`src/rtl/multi_debouncer_if.sv`:
```
// Raw-input / debounced-output bundle for multi_debouncer.
// The master drives Signal; the slave (the debouncer) drives the rest.
interface multi_debouncer_if #(
  parameter int CHANNELS = 5
) ();
  logic [CHANNELS-1:0] Signal;
  logic [CHANNELS-1:0] Level;
  logic [CHANNELS-1:0] Pressed;
  logic [CHANNELS-1:0] Released;
  logic                Tick;

  modport master (
    output Signal,
    input  Level,
    input  Pressed,
    input  Released,
    input  Tick
  );

  modport slave (
    input  Signal,
    output Level,
    output Pressed,
    output Released,
    output Tick
  );
endinterface

```
`src/rtl/multi_debouncer.sv`:
```
// N-channel debouncer with Pressed/Released strobes and a shared sample-tick prescaler.
// Optional auto-repeat on held channels is built when AUTOREPEAT_EN is defined.
module multi_debouncer #(
  parameter int CHANNELS       = 5,
  parameter int TICK_PERIOD    = 40000,
  parameter int STABLE_SAMPLES = 4,
  parameter int REPEAT_DELAY   = 50,
  parameter int REPEAT_RATE    = 10
) (
  input logic               Clock,
  input logic               ResetN,
  multi_debouncer_if.slave  bus
);

  localparam int PW = $clog2(TICK_PERIOD);
  localparam int CW = $clog2(STABLE_SAMPLES + 1);
  localparam logic [PW-1:0] PRESC_LAST = PW'(TICK_PERIOD - 1);
  localparam logic [CW-1:0] CNT_LAST   = CW'(STABLE_SAMPLES - 1);

  if (CHANNELS < 1 || TICK_PERIOD < 2 || STABLE_SAMPLES < 1 ||
      REPEAT_DELAY < 1 || REPEAT_RATE < 1) begin : g_param_check
    $error("multi_debouncer: parameter out of range");
  end

  logic [PW-1:0]       r_presc;
  logic [PW-1:0]       w_presc_next;
  logic                r_tick;

  logic [CHANNELS-1:0] r_sync1;
  logic [CHANNELS-1:0] r_sync2;
  logic [CW-1:0]       r_cnt      [CHANNELS];
  logic [CW-1:0]       w_cnt_next [CHANNELS];
  logic [CHANNELS-1:0] r_level;
  logic [CHANNELS-1:0] w_level_next;
  logic [CHANNELS-1:0] w_accept;
  logic [CHANNELS-1:0] r_level_prev;
  logic [CHANNELS-1:0] r_pressed;
  logic [CHANNELS-1:0] r_released;
  logic [CHANNELS-1:0] w_rep_fire;

  // Tick is registered one cycle ahead so it lines up with count == TICK_PERIOD-1.
  always_comb begin
    w_presc_next = (r_presc == PRESC_LAST) ? '0 : r_presc + 1'b1;
  end

  always_ff @(posedge Clock or negedge ResetN) begin
    if (!ResetN) begin
      r_presc <= '0;
      r_tick  <= 1'b0;
    end else begin
      r_presc <= w_presc_next;
      r_tick  <= (w_presc_next == PRESC_LAST);
    end
  end

  always_comb begin
    w_accept     = '0;
    w_level_next = r_level;
    for (int unsigned i = 0; i < CHANNELS; i++) begin
      w_cnt_next[i] = r_cnt[i];
      if (r_tick) begin
        if (r_sync2[i] == r_level[i]) begin
          w_cnt_next[i] = '0;
        end else if (r_cnt[i] == CNT_LAST) begin
          w_accept[i]     = 1'b1;
          w_level_next[i] = r_sync2[i];
          w_cnt_next[i]   = '0;
        end else begin
          w_cnt_next[i] = r_cnt[i] + 1'b1;
        end
      end
    end
  end

  always_ff @(posedge Clock or negedge ResetN) begin
    if (!ResetN) begin
      r_sync1      <= '0;
      r_sync2      <= '0;
      r_level      <= '0;
      r_level_prev <= '0;
      r_pressed    <= '0;
      r_released   <= '0;
      for (int unsigned i = 0; i < CHANNELS; i++) begin
        r_cnt[i] <= '0;
      end
    end else begin
      r_sync1      <= bus.Signal;
      r_sync2      <= r_sync1;
      r_level      <= w_level_next;
      r_level_prev <= r_level;
      r_pressed    <= (r_level & ~r_level_prev) | w_rep_fire;
      r_released   <= ~r_level & r_level_prev;
      for (int unsigned i = 0; i < CHANNELS; i++) begin
        r_cnt[i] <= w_cnt_next[i];
      end
    end
  end

`ifdef AUTOREPEAT_EN
  localparam int RMAX = (REPEAT_DELAY > REPEAT_RATE) ? REPEAT_DELAY : REPEAT_RATE;
  localparam int RW   = $clog2(RMAX + 1);
  localparam logic [RW-1:0] DELAY_LAST = RW'(REPEAT_DELAY - 1);
  localparam logic [RW-1:0] RATE_LAST  = RW'(REPEAT_RATE - 1);

  logic [RW-1:0]       r_rep      [CHANNELS];
  logic [RW-1:0]       w_rep_next [CHANNELS];
  logic [CHANNELS-1:0] r_rep_first;
  logic [CHANNELS-1:0] w_first_next;

  // A tick whose sample disagrees with Level (release being qualified) neither
  // counts nor fires, so no repeat can slip out after the button is let go.
  always_comb begin
    w_rep_fire   = '0;
    w_first_next = r_rep_first;
    for (int unsigned i = 0; i < CHANNELS; i++) begin
      w_rep_next[i] = r_rep[i];
      if (!r_level[i]) begin
        w_rep_next[i]   = '0;
        w_first_next[i] = 1'b1;
      end else if (r_tick && (r_sync2[i] == r_level[i])) begin
        if (r_rep[i] == (r_rep_first[i] ? DELAY_LAST : RATE_LAST)) begin
          w_rep_fire[i]   = 1'b1;
          w_rep_next[i]   = '0;
          w_first_next[i] = 1'b0;
        end else begin
          w_rep_next[i] = r_rep[i] + 1'b1;
        end
      end
    end
  end

  always_ff @(posedge Clock or negedge ResetN) begin
    if (!ResetN) begin
      r_rep_first <= '1;
      for (int unsigned i = 0; i < CHANNELS; i++) begin
        r_rep[i] <= '0;
      end
    end else begin
      r_rep_first <= w_first_next;
      for (int unsigned i = 0; i < CHANNELS; i++) begin
        r_rep[i] <= w_rep_next[i];
      end
    end
  end
`else
  assign w_rep_fire = '0;
`endif

  assign bus.Level    = r_level;
  assign bus.Pressed  = r_pressed;
  assign bus.Released = r_released;
  assign bus.Tick     = r_tick;

endmodule

```
`src/flat_wrapper.sv`:
```
// flat-port wrapper written by rule: the top's interface ports become plain ports
module multi_debouncer_flat 
#(
  parameter int CHANNELS       = 5,
  parameter int TICK_PERIOD    = 40000,
  parameter int STABLE_SAMPLES = 4,
  parameter int REPEAT_DELAY   = 50,
  parameter int REPEAT_RATE    = 10
)
  (Clock, ResetN, bus_Signal, bus_Level, bus_Pressed, bus_Released, bus_Tick);
  multi_debouncer_if #(.CHANNELS(CHANNELS)) bus_i ();
  input logic Clock;
  input logic ResetN;
  input wire logic [$bits(bus_i.Signal)-1:0] bus_Signal;
  output wire logic [$bits(bus_i.Level)-1:0] bus_Level;
  output wire logic [$bits(bus_i.Pressed)-1:0] bus_Pressed;
  output wire logic [$bits(bus_i.Released)-1:0] bus_Released;
  output wire logic [$bits(bus_i.Tick)-1:0] bus_Tick;
  assign bus_i.Signal = bus_Signal;
  assign bus_Level = bus_i.Level;
  assign bus_Pressed = bus_i.Pressed;
  assign bus_Released = bus_i.Released;
  assign bus_Tick = bus_i.Tick;
  multi_debouncer #(.CHANNELS(CHANNELS), .TICK_PERIOD(TICK_PERIOD), .STABLE_SAMPLES(STABLE_SAMPLES), .REPEAT_DELAY(REPEAT_DELAY), .REPEAT_RATE(REPEAT_RATE)) u_core (.Clock(Clock), .ResetN(ResetN), .bus(bus_i));
endmodule
```
`config.mk`:
```
export PLATFORM = sky130hd
export DESIGN_NAME = multi_debouncer_flat
export DESIGN_NICKNAME = d
export VERILOG_FILES = /design/src/rtl/multi_debouncer_if.sv /design/src/rtl/multi_debouncer.sv /design/src/flat_wrapper.sv
export SDC_FILE = /design/constraint.sdc
export NUM_CORES = 1
export LEC_CHECK = 0
export BUFFER_PORTS_ARGS = -buffer_cell sky130_fd_sc_hd__buf_2
export CAP_MARGIN = 15
export CELL_PAD_IN_SITES_DETAIL_PLACEMENT = 0
export CELL_PAD_IN_SITES_GLOBAL_PLACEMENT = 1
export CORE_MARGIN = 5
export CORE_UTILIZATION = 50
export CTS_CLUSTER_DIAMETER = 50
export DETAILED_ROUTE_END_ITERATION = 8
export PLACE_DENSITY = 0.79
export SYNTH_ARGS = -nofsm -noshare
export SYNTH_HDL_FRONTEND = slang
export SYNTH_SLANG_ARGS = --single-unit
```
`constraint.sdc`:
```
create_clock -name Clock -period 5.6 [get_ports Clock]
set_clock_uncertainty 0.1 [all_clocks]
set_input_delay 0.84 -clock Clock [delete_from_list [all_inputs] [get_ports Clock]]
set_output_delay 0.84 -clock Clock [all_outputs]
set_load 0.005 [all_outputs]
```
==> results.ini, run 1 <==
[layout]
multi_input_area_um2 = 981
area_growth_pct = 15.1
fin_nets = 274
nFillCells = 432
utilization_pct = 59.1
seq_area_mm2 = 0.00155
antenna_cells = 0
instances_no_fill = 335
drive_gt1_share_pct = 18.1

[setup_path]
endpoint_kind = output port
crit_path_start_kind = register
max_stage_delay_ns = 0.88
cp_slowest_cell = dfrtp_1
r2r_slack_ns = 3.22
crit_buf_inv = 1
crit_path_max_fanout = 31
worstPathArrival_ns = 1.45
cp.required_ns = 4.66
crit_type = reg -> out
cp_cell_sequence = buf_2
cp_top_family = flip-flops

[synthesis]
ys_warn_count = 0
yosysTopAreaCell = dfrtp_1
ys_seq_elements = 62
synth_top_flop_cell = dfrtp_1
syn_inst = 232
syn_area_per_cell_um2 = 11.3
ys_types = 38
synth_top_area_share_pct = 59.1
synth_area_mm2 = 0.00263
synth-edff-count = 0
ys_async_sr_fraction_pct = 100
synth_area_leaders = dfrtp_1 (59%), ha_1 (3.3%), xnor2_1 (3.0%)
synth_fp_nets = 246
seq_area_frac_synth_pct = 59.1

[placed_design]
dp_cells = 319
port_buffers = 22
hpwl_mm = 2.66
place.gp.congestion = 0.773

[detailed_routing]
ant_nets = 0
drt_iter0_drc = 52
routedWlPerCell_um = 12.0
vias = 1659
wl_mm = 4.03
vias_per_cell = 4.95
first_pass_iters = 4
drc = 0

[timing]
slew_viol_final = 0
setup_viol = 0
fmax_mhz = 418
hold_violations = 0
whs_ns = 0.246
period_needed_ns = 2.39
slew_headroom_pct = 45.3
rsz0062_at_grt = false
setup_tns_ns = 0
fin_crit_sh_pct = 42.7
tightest_slew_ns = 0.821

[min_path]
hold_class = reg -> reg

[power]
p_switching_w = 0.000173
comb_power_share_pct = 1.5
cellLeakagePower_nw = 1.47
clockPowerShare_pct = 47.5
p_seq_share_pct = 51.0
ir_worst_vdd_v = 0.000163
power_density_mw_per_mm2 = 294
internal-power_w = 0.000717
p_sw_share_pct = 19.4

[clock_tree]
clock_latency_ns = 0.33
cts-root-buf = clkbuf_8
cts_buffers = 9
cts-resized-gates = 0
clockBufferDepth = 2
postCtsSetupBuffers = 0
ctsHoldBuffers = 0
clock-sinks = 62
cts_tree = done
htreeDepth = 3
path_clk_slew_ns = 0.06

[global_route]
grt_usage_pct = 14.5
grt_max_degree = 63
antenna_found_initial = 0
grt_first_pass_wirelength_mm = 7.14
overflow = 0
first_global_vias = 1587

[floorplan]
die_y_um = 82.5
io_pins = 23
core_area_mm2 = 0.00511
initial_core_util_pct = 51.4
num_rows = 26
die_w_um = 82.5
die-area_mm2 = 0.00680

[outcome]
status = completed

[flow_run]
max_cap_viol_count = 0

==> power groups by stage <==
stage | Combinational, W | Clock [W] | Sequential (W)
2_1_floorplan | 0.00000307 | 0 | 0.000461
3_3_place_gp | 0.0000148 | 0 | 0.000461
3_5_place_dp | 0.0000148 | 0 | 0.000462
4_1_cts | 0.0000148 | 0.000439 | 0.000453
5_1_grt | 0.0000170 | 0.000462 | 0.000453
6_report | 0.0000138 | 0.000422 | 0.000453
==> per-layer routing <==
layer	up-vias	track usage, %	routed length, um
met5	-	0	0
met1	780	18.2	1900
met3	8	5.64	207
li1	842	-	-
met4	0	8.47	85
met2	29	21.1	1840
==> logic make-up (layout without fill, tap and decap cells) <==
kind of cell             after synthesis  count (layout)  synth area share [%]
AO/OA/AOI/OAI                         25              25                  5.62
XOR/XNOR                              17              17                  5.67
adder cells (fa/ha/maj)                7               7                  3.34
buffers and inverters                 24              57                  3.53
flip-flops                            62              62                  59.1
multiplexers                           6               6                  2.53
AND/OR/NAND/NOR                       91              91                  20.2
==> worst paths after layout <==
path | startpoint | endpoint | cells past startpoint
max | u_core.bus.Tick$_DFF_PN0_ | bus_Tick | 1
min | u_core.r_sync1[2]$_DFF_PN0_ | u_core.r_sync2[2]$_DFF_PN0_ | 0
max reg2reg | u_core.r_presc[0]$_DFF_PN0_ | u_core.bus.Tick$_DFF_PN0_ | 6
min reg2reg | u_core.r_sync1[2]$_DFF_PN0_ | u_core.r_sync2[2]$_DFF_PN0_ | 0
max in group asynchronous | ResetN | u_core.r_presc[0]$_DFF_PN0_ | 2
min in group asynchronous | ResetN | u_core.bus.Pressed[0]$_DFF_PN0_ | 2
==> cell usage after synthesis (2+ instances only) <==
| master | n |
|---|---|
| ha_1 | 7 |
| o21ai_0 | 10 |
| nand2_1 | 18 |
| xnor2_1 | 9 |
| dfrtp_1 | 62 |
| nor2b_1 | 10 |
| o22ai_1 | 8 |
| nand3_1 | 7 |
| mux2_2 | 5 |
| buf_2 | 2 |
| or3_1 | 4 |
| xor2_1 | 8 |
| nand3b_1 | 9 |
| nor3_1 | 3 |
| nand4_1 | 6 |
| and2_1 | 2 |
| inv_1 | 18 |
| a21oi_1 | 2 |
| a21boi_0 | 3 |
| nand2b_1 | 3 |
| clkbuf_1 | 3 |
| nor2_1 | 17 |
==> placed cells by master, fill, tap and decap left out, types with 4 or more instances in the layout <==
master    count
buf_2        22
clkbuf_8     10
dfrtp_1      62
ha_1          7
inv_1        18
mux2_2        5
nand2_1      18
nand3_1       7
nand3b_1      9
nand4_1       6
nor2_1       17
nor2b_1      10
o21ai_0      10
o22ai_1       8
or3_1         4
xnor2_1       9
xor2_1        8
==> stage by stage <==
step                      setup WS (ns)  area, um2  power [W]
after global routing               2.91       3020   0.000932
after detailed placement           3.24       2810   0.000476
final                              3.21       3020   0.000889
after CTS                          3.18       3020   0.000907
after floorplan                    3.53       2630   0.000464
after global placement             3.31       2810   0.000476
==> area by class of cell <==
| cell class | count | share of cell area (%) |
|---|---|---|
| clock buffers | 12 | 4.81 |
| clock inverters | 4 | 2.32 |
| inverters | 18 | 2.24 |
| multi-input cells | 146 | 32.5 |
| flip-flops and latches | 62 | 51.4 |
| well taps | 70 | 2.90 |
| repair buffers | 23 | 3.89 |
==> registers in the layout, summed over array words and instances, names as in the netlist <==
name                 flops
u_core.bus.Level         5
u_core.bus.Pressed       5
u_core.bus.Released      5
u_core.bus.Tick          1
u_core.r_cnt            15
u_core.r_level_prev      5
u_core.r_presc          16
u_core.r_sync1           5
u_core.r_sync2           5
No activity file was read; power rests on OpenSTA's default activity.
==> run 2: changes to the inputs <==
Settings changed: CORE_UTILIZATION 50 to 42, PLACE_DENSITY 0.79 to 0.7.
Clock period 5.6 ns to 2.1 ns, I/O delays scaled along.
==> run 2 against run 1 <==
Effect of this change: sequential share of layout area is 2.1 points lower; cell area increased by 4.5%; global-route usage decreased by 0.99 points; largest power group unchanged.
==> results.ini, run 2 (synthesized netlist as in run 1, its figures left out) <==
[global_route]
grt_usage_pct = 13.5
first_global_vias = 1718
antenna_found_initial = 0
grt_max_degree = 28
overflow = 0
grt_first_pass_wirelength_mm = 8.16

[min_path]
hold_class = reg -> reg
min-delay-start = u_core.r_sync1[3]$_DFF_PN0_

[setup_path]
endpoint_kind = register
r2r-start = u_core.r_presc[13]$_DFF_PN0_
cp_slowest_cell = or4bb_1
max_stage_delay_ns = 0.55
cp.required_ns = 2.21
crit_path_max_fanout = 4
cp_cell_sequence = or4bb_1 -> nor4_4 -> or2b_1 -> or3_1 -> and3_1 -> nor4_2
crit_type = reg -> reg
crit_path_start_kind = register
crit_start = u_core.r_presc[13]$_DFF_PN0_
worstPathArrival_ns = 2.05

[layout]
largestRegisters = u_core.r_presc: 16 flops, u_core.r_cnt: 15 flops
multi_input_area_um2 = 992
instances_no_fill = 359
final_cell_mix = dfrtp_1 (59), buf_2 (22), inv_1 (18), nand2_1 (18), nor2_1 (17)
nFillCells = 539
fin_nets = 294
largest-register = u_core.r_presc
largest_register_ffs = 16
area_growth_pct = 20.3
antenna_cells = 0
seq_area_mm2 = 0.00156
drive_gt1_share_pct = 23.2
layout_commonest_cell = dfrtp_1

[detailed_routing]
routedWlPerCell_um = 12.5
drc = 0
first_pass_iters = 4
drt_iter0_drc = 58
vias = 1752
vias_per_cell = 4.88
wl_mm = 4.48
ant_nets = 0

[floorplan]
die_w_um = 89.1
die_y_um = 89.1
io_pins = 23
initial_core_util_pct = 43.8
core_area_mm2 = 0.00599
num_rows = 28
die-area_mm2 = 0.00793

[placed_design]
hpwl_mm = 3.16
dp_slack_ns = 0.111
port_buffers = 22
place.gp.congestion = 0.784
dp_cells = 338

[clock_tree]
cts_tree = done
postCtsSetupBuffers = 0
cts_buffers = 9
clock_latency_ns = 0.33
htreeDepth = 3
clock-sinks = 62
cts-root-buf = clkbuf_8
clockBufferDepth = 2
path_clk_slew_ns = 0.07

[timing]
slew_headroom_pct = 60.0
hold_violations = 0
setup_tns_ns = 0
fin_ws_ns = 0.162
fin_crit_sh_pct = 92.3
rsz0062_at_grt = false
setup_viol = 0
whs_ns = 0.249
period_needed_ns = 1.94
fmax_mhz = 516
slew_viol_final = 0
tightest_slew_ns = 0.600

[flow_run]
max_cap_viol_count = 0

[power]
power_density_mw_per_mm2 = 679
ir_worst_vdd_v = 0.000409
cellLeakagePower_nw = 1.51

[outcome]
status = completed

==> run 2: cell count changes in the layout (fill, tap and decap cells not counted), sizes merged <==
cell         delta
buf            +14
dlygate4sd3     +6
bufinv          -2
clkinv          +2
clkbuf          -1
==> run 2: cell type report <==
type | count | share of cell area, %
Clock buffer | 11 | 4.48
Clock inverter | 4 | 0.753
Inverter | 18 | 2.14
Multi-Input combinational cell | 146 | 31.4
Sequential cell | 62 | 49.3
Tap cell | 75 | 2.97
Timing Repair Buffer | 43 | 8.96
==> run 2: through the flow <==
stage	total power [W]	cell area, um2	utilization, %
4_1_cts	0.00218	3140	52.4
3_3_place_gp	0.00127	2920	48.7
3_5_place_dp	0.00127	2920	48.7
5_1_grt	0.00224	3160	52.7
2_1_floorplan	0.00124	2630	-
6_report	0.00214	3160	52.7
==> run 2: path summary, 6_finish.rpt <==
kind / to / slack, ns / depth (start not counted)
max: u_core.bus.Tick$_DFF_PN0_ / 0.16 / 6
min: u_core.r_sync2[3]$_DFF_PN0_ / 0.25 / 0
max reg2reg: u_core.bus.Tick$_DFF_PN0_ / 0.16 / 6
min reg2reg: u_core.r_sync2[3]$_DFF_PN0_ / 0.25 / 0
max in group asynchronous: u_core.r_presc[6]$_DFF_PN0_ / 0.78 / 3
min in group asynchronous: u_core.bus.Released[3]$_DFF_PN0_ / 0.42 / 2
==> run 2: critical path, delay by kind of cell, from the launching register on <==
kind          cells  cell delay (ns)
simple gates      6             1.31
flops             1             0.42
==> run 2: layer usage <==
metal / up-vias / GRT usage [%] / wire [um]
li1: 880 / - / -
met1: 840 / 18.0 / 2200
met2: 26 / 20.2 / 2030
met3: 6 / 3.13 / 180
met4: 0 / 7.85 / 61
met5: - / 0 / 0
==> run 2: what timing repair did <==
| item | in CTS | in global routing |
|---|---|---|
| endpoints found under the hold margin | 30 | 0 |
| gates resized for setup | 0 | 5 |
| setup endpoints to repair | 0 | 1 |
| hold buffers | 6 | 0 |
==> run 2: where the power goes <==
part	internal (W)	leakage (nW)	switching (W)	total, W
Clock	0.000449	0.0889	0.000438	0.000887
Sequential	0.00120	0.824	0.00000447	0.00121
Combinational	0.0000183	0.596	0.0000303	0.0000486
==> run 3: changes to the inputs <==
Settings changed: CORE_UTILIZATION 42 to 47, CTS_CLUSTER_SIZE set to 40, PLACE_DENSITY 0.7 to 0.74.
Clock period 2.1 ns to 2 ns, I/O delays scaled along.
==> run 3 against run 2 <==
Effect of this change: via count is 4.2% higher; first-iteration DRC count is 40% higher; maximum frequency is 1.7% lower; clock power is 25% higher; worst hold slack worse by 0.0067 ns; flip-flop and latch count stayed put; cell area is 5.4% higher; combinational power is 7.8% higher; register-to-register slack worse by 0.13 ns; critical path depth stayed put; sequential share of layout area is 2.5 points lower; critical endpoint unchanged; largest cell class unchanged; largest power group unchanged; highest routed layer unchanged.
==> results.ini, run 3 (synthesized netlist as in run 1, its figures left out) <==
[outcome]
status = completed

[timing]
slew_headroom_pct = 76.5
setup_viol = 0
fmax_mhz = 507
tightest_slew_ns = 0.350
hold_violations = 0
whs_ns = 0.242
period_needed_ns = 1.97
slew_viol_final = 0
fin_crit_sh_pct = 98.5
fin_ws_ns = 0.0290
rsz0062_at_grt = true

[floorplan]
die_w_um = 84.7
die_y_um = 84.7
initial_core_util_pct = 48.0
io_pins = 23
core_area_mm2 = 0.00547
die-area_mm2 = 0.00718
num_rows = 27

[layout]
drive_gt1_share_pct = 28.7
fin_area_mm2 = 0.00333
fin_nets = 309
antenna_cells = 0
final_cell_mix = dfrtp_1 (59), buf_4 (29), buf_2 (22), inv_1 (18), nand2_1 (18)
largest_register_ffs = 16
utilization_pct = 60.8
layout_commonest_cell = dfrtp_1
largest-register = u_core.r_presc
largestRegisters = u_core.r_presc: 16 flops, u_core.r_cnt: 15 flops
area_growth_pct = 26.7

[detailed_routing]
routedWlPerCell_um = 12.3
wl_mm = 4.59
drc = 0
drt_iter0_drc = 81
vias_per_cell = 4.91
ant_nets = 0
vias = 1826
first_pass_iters = 4

[power]
power_density_mw_per_mm2 = 730
p_seq_share_pct = 52.2
p_sw_share_pct = 20.8
clockPowerShare_pct = 45.6
ir_worst_vdd_v = 0.000375
cellLeakagePower_nw = 1.63
p_switching_w = 0.000505
power_w = 0.00243
comb_power_share_pct = 2.2
internal-power_w = 0.00193

[clock_tree]
cts_buffers = 9
htreeDepth = 3
cts-root-buf = clkbuf_8
cts_tree = done
path_clk_slew_ns = 0.07
clockBufferDepth = 2
clock-sinks = 62
clock_latency_ns = 0.33

[setup_path]
worstPathArrival_ns = 2.09
crit_path_start_kind = register
regToRegEndpoint = u_core.bus.Tick$_DFF_PN0_
crit_path_max_fanout = 4
r2r_slack_ns = 0.03
reg2reg_depth = 6
r2r-start = u_core.r_presc[7]$_DFF_PN0_
cp.required_ns = 2.11
endpoint_kind = register
crit_type = reg -> reg

[min_path]
min-delay-start = u_core.r_sync1[2]$_DFF_PN0_
hold-path-cell-count = 0
hold_class = reg -> reg
whs_endpoint = u_core.r_sync2[2]$_DFF_PN0_

[global_route]
grt_first_pass_wirelength_mm = 8.19
grt_usage_pct = 14.5
grt_max_degree = 63
overflow = 0
first_global_vias = 1826
antenna_found_initial = 0

[flow_run]
max_cap_viol_count = 0

[placed_design]
port_buffers = 22
hpwl_mm = 3.18
post_dp_cell_area_mm2 = 0.00302
place.gp.congestion = 0.795
dp_slack_ns = 0.0217

==> run 3: worst max-delay path by stage <==
| stage | from | end | slack, ns | depth (start not counted) |
|---|---|---|---|---|
| 2_1_floorplan | u_core.r_presc[13]$_DFF_PN0_ | u_core.bus.Tick$_DFF_PN0_ | -0.007 | 6 |
| 3_3_place_gp | u_core.r_presc[14]$_DFF_PN0_ | u_core.bus.Tick$_DFF_PN0_ | 0.05 | 6 |
| 3_5_place_dp | u_core.r_presc[6]$_DFF_PN0_ | u_core.bus.Tick$_DFF_PN0_ | 0.02 | 6 |
| 4_1_cts | u_core.r_presc[6]$_DFF_PN0_ | u_core.bus.Tick$_DFF_PN0_ | 0.004 | 6 |
| 5_1_grt | u_core.r_presc[6]$_DFF_PN0_ | u_core.bus.Tick$_DFF_PN0_ | -0.04 | 6 |
| 6_report | u_core.r_presc[7]$_DFF_PN0_ | u_core.bus.Tick$_DFF_PN0_ | 0.03 | 6 |
==> run 3: power by group through the flow <==
stage | logic (W) | clock network, W | registers (W)
6_report | 0.0000524 | 0.00111 | 0.00127
5_1_grt | 0.0000611 | 0.00123 | 0.00127
4_1_cts | 0.0000549 | 0.00115 | 0.00127
3_5_place_dp | 0.0000460 | 0 | 0.00129
3_3_place_gp | 0.0000456 | 0 | 0.00129
2_1_floorplan | 0.00000860 | 0 | 0.00129
==> run 3: timing repair <==
action                                 4_1_cts  5_1_grt
endpoints found under the hold margin       67        0
gates resized for setup                      0        5
hold buffers                                 6        0
setup endpoints to repair                    0        1
setup buffers                                0        3
==> run 3: layout make-up <==
| type | instances | area [um2] |
|---|---|---|
| Clock buffer | 11 | 151 |
| Clock inverter | 5 | 57.6 |
| Fill cell | 462 | 2150 |
| Inverter | 18 | 67.6 |
| Multi-Input combinational cell | 146 | 997 |
| Sequential cell | 62 | 1560 |
| Tap cell | 72 | 90.1 |
| Timing Repair Buffer | 58 | 408 |
==> run 3: metrics by stage <==
step           instances  setup TNS, ns
6_report             372              0
5_1_grt              372        -0.0442
4_1_cts              369              0
3_5_place_dp         347              0
3_3_place_gp         347              0
2_1_floorplan        232       -0.00727
==> run 3: worst max-delay path, cell delays in order (launching register included) <==
cell and delay (ns):
dfrtp_1 0.40, or4b_4 0.56, nor4_4 0.33, or2b_1 0.16
or3_1 0.11, and3_4 0.17, nor4_2 0.03
==> run 3: per-layer routing <==
metal / up-vias / global-route usage, % / wire length, um
met5: - / 0 / 0
met4: 0 / 6.62 / 75
met3: 9 / 5.30 / 183
met1: 871 / 16.9 / 2000
li1: 916 / - / -
met2: 30 / 23.8 / 2330
